<file path="config.mk">
export PLATFORM = sky130hd
export DESIGN_NAME = fetch_unit
export DESIGN_NICKNAME = d
export VERILOG_FILES = /design/src/rtl/fetch_pkg.sv /design/src/rtl/fetch_unit_if_id_reg.sv /design/src/rtl/fetch_unit.sv
export SDC_FILE = /design/constraint.sdc
export NUM_CORES = 1
export LEC_CHECK = 0
export BUFFER_PORTS_ARGS = -buffer_cell sky130_fd_sc_hd__buf_4
export CORE_MARGIN = 1.5
export CORE_UTILIZATION = 50
export DETAILED_ROUTE_END_ITERATION = 10
export GPL_ROUTABILITY_DRIVEN = 0
export PLACE_DENSITY = 0.75
export SYNTH_ARGS = -nofsm -noshare
export SYNTH_HDL_FRONTEND = slang
export SYNTH_HIERARCHICAL = 1
export SYNTH_SLANG_ARGS = --single-unit
</file>
<file path="constraint.sdc">
create_clock -name clk -period 2.95 [get_ports clk]
set_clock_uncertainty 0.05 [all_clocks]
set_input_delay 0.295 -clock clk [delete_from_list [all_inputs] [get_ports clk]]
set_output_delay 0.295 -clock clk [all_outputs]
set_load 0.005 [all_outputs]
</file>
<file path="src/rtl/fetch_pkg.sv">
// Shared types and constants for the instruction-fetch stage.
// Imported by the IF/ID register and the fetch unit top.
package fetch_pkg;

    localparam logic [31:0] NOP = 32'h0000_0013;

    typedef enum logic [1:0] {
        BOOT  = 2'd0,
        RUN   = 2'd1,
        FAULT = 2'd2
    } fetch_state_t;

    typedef enum logic [1:0] {
        FC_NONE     = 2'd0,
        FC_MISALIGN = 2'd1,
        FC_RANGE    = 2'd2
    } fault_cause_t;

    // Misalignment outranks range when both apply.
    function automatic fault_cause_t pc_cause(
        input logic [1:0] low_bits,
        input logic       out_of_range
    );
        fault_cause_t c;
        c = FC_NONE;
        if (low_bits != 2'b00) begin
            c = FC_MISALIGN;
        end else if (out_of_range) begin
            c = FC_RANGE;
        end
        return c;
    endfunction

endpackage

</file>
<file path="src/rtl/fetch_unit_if_id_reg.sv">
// IF/ID pipeline register: load, hold or bubble.
// A bubble always wins over a load in the same cycle.
module if_id_reg
    import fetch_pkg::*;
#(
    parameter int AddrWidth = 32
) (
    input  logic                 clk,
    input  logic                 rst_n,
    input  logic                 load,
    input  logic                 bubble,
    input  logic [AddrWidth-1:0] pc_d,
    input  logic [31:0]          instr_d,
    output logic [AddrWidth-1:0] pc_q,
    output logic [31:0]          instr_q,
    output logic                 valid_q
);

    always_ff @(posedge clk or negedge rst_n) begin
        if (!rst_n) begin
            pc_q    <= '0;
            instr_q <= NOP;
            valid_q <= 1'b0;
        end else if (bubble) begin
            pc_q    <= '0;
            instr_q <= NOP;
            valid_q <= 1'b0;
        end else if (load) begin
            pc_q    <= pc_d;
            instr_q <= instr_d;
            valid_q <= 1'b1;
        end
    end

endmodule

</file>
<file path="src/rtl/fetch_unit.sv">
// Fetch stage: PC register, boot bubble, stall/redirect handling,
// sticky fetch faults and a captured-instruction counter.
module fetch_unit
    import fetch_pkg::*;
#(
    parameter int                   AddrWidth   = 32,
    parameter int                   ImemDepth   = 512,
    parameter logic [AddrWidth-1:0] ResetVector = '0
) (
    input  logic                 clk,
    input  logic                 rst_n,
    input  logic                 stall_i,
    input  logic                 redirect_i,
    input  logic [AddrWidth-1:0] redirect_pc_i,
    output logic [AddrWidth-1:0] imem_addr_o,
    input  logic [31:0]          imem_instr_i,
    output logic [AddrWidth-1:0] if_pc_o,
    output logic [31:0]          if_instr_o,
    output logic                 if_valid_o,
    output logic                 fault_o,
    output logic [1:0]           fault_cause_o,
    output logic [31:0]          fetch_count_o
);

    localparam logic [AddrWidth-1:0] ImemLimit =
        AddrWidth'(ImemDepth * 4);

    fetch_state_t         state_q, state_d;
    fault_cause_t         cause_q, cause_d;
    fault_cause_t         pc_chk;
    logic [AddrWidth-1:0] pc_q, pc_d;
    logic [31:0]          count_q, count_d;
    logic                 fault_q, fault_d;
    logic                 ifid_load;
    logic                 ifid_bubble;

    assign pc_chk = pc_cause(pc_q[1:0], pc_q >= ImemLimit);

    always_ff @(posedge clk or negedge rst_n) begin
        if (!rst_n) begin
            state_q <= BOOT;
            pc_q    <= ResetVector;
            count_q <= '0;
            fault_q <= 1'b0;
            cause_q <= FC_NONE;
        end else begin
            state_q <= state_d;
            pc_q    <= pc_d;
            count_q <= count_d;
            fault_q <= fault_d;
            cause_q <= cause_d;
        end
    end

    always_comb begin
        state_d     = state_q;
        pc_d        = pc_q;
        count_d     = count_q;
        fault_d     = fault_q;
        cause_d     = cause_q;
        ifid_load   = 1'b0;
        ifid_bubble = 1'b0;
        unique case (state_q)
            BOOT: begin
                state_d = RUN;
            end
            RUN: begin
                if (redirect_i) begin
                    pc_d        = redirect_pc_i;
                    ifid_bubble = 1'b1;
                end else if (stall_i) begin
                    pc_d = pc_q;
                end else if (pc_chk != FC_NONE) begin
                    state_d     = FAULT;
                    fault_d     = 1'b1;
                    cause_d     = pc_chk;
                    ifid_bubble = 1'b1;
                end else begin
                    ifid_load = 1'b1;
                    pc_d      = pc_q + AddrWidth'(4);
                    count_d   = count_q + 32'd1;
                end
            end
            FAULT: begin
                state_d = FAULT;
            end
            default: begin
                state_d = BOOT;
            end
        endcase
    end

    if_id_reg #(
        .AddrWidth(AddrWidth)
    ) u_if_id (
        .clk     (clk),
        .rst_n   (rst_n),
        .load    (ifid_load),
        .bubble  (ifid_bubble),
        .pc_d    (pc_q),
        .instr_d (imem_instr_i),
        .pc_q    (if_pc_o),
        .instr_q (if_instr_o),
        .valid_q (if_valid_o)
    );

    assign imem_addr_o   = pc_q;
    assign fault_o       = fault_q;
    assign fault_cause_o = cause_q;
    assign fetch_count_o = count_q;

endmodule

</file>
==> metrics.cfg <==
[power]
pwr-share-seq = 0.432
clockPowerShare = 0.336
combPwrFrac = 0.232
p_total_mw = 5.57
power_density_mw_per_mm2 = 639
cellLeakagePower_nw = 4.27
p_int_mw = 3.79
ir_drop_uv = 452
p_sw_frac = 0.320
p_switching_mw = 1.78

[clock_network]
clock-sinks = 134
root_buffer = clkbuf_16
clk_path_buf_depth = 2
cts_buffers = 17
cts_tree = built
cts_setup_buffers = 0
htreeDepth = 4
worstSkewPairLatency_ns = 0.42
path_clk_slew_ns = 0.05

[status]
status = finished, final reports clean

[worst_setup_path]
cp.required_ns = 3.17
arrival_ns = 2.68
slowest_stage = nor3_4
path_class = flop to flop
max_stage_delay_ns = 0.54
endpoint_kind = flop
worstPathMaxFanout = 23
cp-start-kind = flop
path_cells = nor4_2 -> nand4_2 -> nor3_4 -> buf_12 -> mux2i_1 -> nor2_1

[timing]
relSlewSlack = 0.485
setup_viol = 0
hold_ws_ns = 0.0231
slew_violations = 0
period_share = 0.832
worstMarginPinSlew_ns = 0.773
fmax_mhz = 408
hold_viol = 0
rsz0062_at_grt = no
min_period_ns = 2.45
finalSetupTns_ns = 0

[yosys]
yosysMostFrequentCell = dfrtp_1
yosys.area.top_type_share = 0.500
synth_cells = 601
ys_types = 54
synthTopCellsByCount = dfrtp_1 (131), nor2_1 (81), mux2i_1 (65), nand2_1 (46), xor2_1 (31)
postSynthAreaPerCell_um2 = 10.9
seq_area_frac_synth = 0.512
yosysWarnings = 6
syn_nets = 674
synth_edf_count = 0
synth_top_cell_by_area = dfrtp_1
yosys-top-cells-area = dfrtp_1 (50%), mux2i_1 (9.9%), nor2_1 (4.6%)
ys_seq_elements = 134
synth_ff_type = dfrtp_1
netlist_area_mm2 = 0.00655
async_flop_share = 1.00

[run]
max_cap_violations = 0

[grt]
antenna_found_initial = 0
overflow = 0
grt_pass1_wl_um = 28400
grt_max_degree = 59
grtUsageTotal = 0.257
grt_pass1_vias = 5383

[floorplan]
core_area_mm2 = 0.0127
die_w_um = 117
rows = 41
dieArea_mm2 = 0.0138
die_height_um = 117
initial_utilization = 0.515
ios = 200

[routing]
drt-total-wl_um = 17600
dr.pass1.iters = 4
routedWlPerCell_um = 17.8
via_per_inst = 5.61
drc = 0
ant_nets = 0
vias = 5540
drt_iter0_markers = 457

[final_layout]
n_antenna_cell = 0
finalNetCount = 876
synthToLayoutAreaGrowth_pct = 33.1
drive_above_1_share = 0.343
n_fill_cell = 1018
stdcell_count = 988

[placed_design]
detailed_place_hpwl_um = 12400
portBuffers = 199
dp.cells = 955

[min_path]
hold_path.class = primary input to flop

-- through the flow --
step                setup slack (ns)  instance area, um^2  utilization
floorplan                      0.705                 6550            -
global placement               0.554                 8190        0.644
detailed placement             0.501                 8190        0.644
CTS                            0.487                 8720        0.685
global route                   0.322                 8720        0.685
finish                         0.497                 8720        0.685
-- placed cells by master, fill, tap and decap left out, types with 17 or more instances in the layout --
| cell type | Yosys | final |
|---|---|---|
| clkbuf_16 | 0 | 17 |
| xor2_1 | 31 | 31 |
| nor4_2 | 18 | 18 |
| nand2_1 | 46 | 45 |
| dfrtp_1 | 131 | 131 |
| nand3_1 | 22 | 22 |
| mux2i_1 | 65 | 65 |
| nor2_1 | 81 | 81 |
| buf_4 | 3 | 215 |
-- sequential cells by signal (all words and copies together), names as in the netlist --
| signal | cells |
|---|---|
| u_if_id/instr_q | 32 |
| fault_o | 1 |
| fetch_count_o | 32 |
| state_q | 2 |
| fault_cause_o | 2 |
| u_if_id/valid_q | 1 |
| u_if_id/pc_q | 32 |
| imem_addr_o | 32 |
-- what timing repair did --
item / 4_1_cts / 5_1_grt
resized for setup: 0 / 0
hold buffers: 1 / 0
endpoints found under the hold margin: 55 / 0
-- cells by family after synthesis --
kind of cell | synth area share
AOI/OAI and AO/OA | 0.0730
xor gates and xnor gates | 0.0414
adders and majority gates | 0.00955
buffers and inverters | 0.0485
DFF | 0.512
muxes | 0.101
and+or+nand+nor | 0.214
-- routing by layer --
| metal | vias up | global-route usage | wire length (um) |
|---|---|---|---|
| li1 | 2568 | - | - |
| met1 | 2729 | 0.350 | 7690 |
| met2 | 216 | 0.408 | 8640 |
| met3 | 27 | 0.0509 | 947 |
| met4 | 0 | 0.103 | 322 |
| met5 | - | 0 | 0 |
-- power groups by stage --
stage / logic, mW / registers (mW) / clock network [mW]
finish: 1.29 / 2.40 / 1.87
CTS: 1.30 / 2.40 / 1.89
global placement: 1.25 / 2.41 / 0
detailed placement: 1.29 / 2.43 / 0
floorplan: 0.671 / 2.34 / 0
global route: 1.42 / 2.44 / 1.99
-- path summary, 6_finish.rpt --
check,startpoint,end,slack (ns),cells after the start
worst max-delay path,imem_addr_o[28],u_if_id/pc_q[17],0.50,6
worst min-delay path,redirect_pc_i[1],imem_addr_o[1],0.02,3
worst max register to register,imem_addr_o[28],u_if_id/pc_q[17],0.50,6
worst min register to register,fetch_count_o[31],fetch_count_o[31],0.42,1
max in group asynchronous,rst_n,u_if_id/instr_q[4],1.63,3
min in group asynchronous,rst_n,u_if_id/instr_q[20],0.37,2
-- critical path, delay by kind of cell (launching register included) --
| family | cells | cell delay (ns) |
|---|---|---|
| buffers and inverters | 1 | 0.27 |
| AND/OR/NAND/NOR | 4 | 1.29 |
| flip-flops | 1 | 0.46 |
| multiplexers | 1 | 0.23 |
-- final cells by class --
| class | instances | area [um^2] | share of cell area |
|---|---|---|---|
| Inverter | 12 | 45.0 | 0.00517 |
| Timing Repair Buffer | 220 | 1700 | 0.194 |
| Clock buffer | 26 | 489 | 0.0561 |
| Tap cell | 172 | 215 | 0.0247 |
| Multi-Input combinational cell | 418 | 2890 | 0.331 |
| Clock inverter | 6 | 30.0 | 0.00344 |
| Sequential cell | 134 | 3360 | 0.385 |
Note: power is estimated with default switching activity, not from simulation.
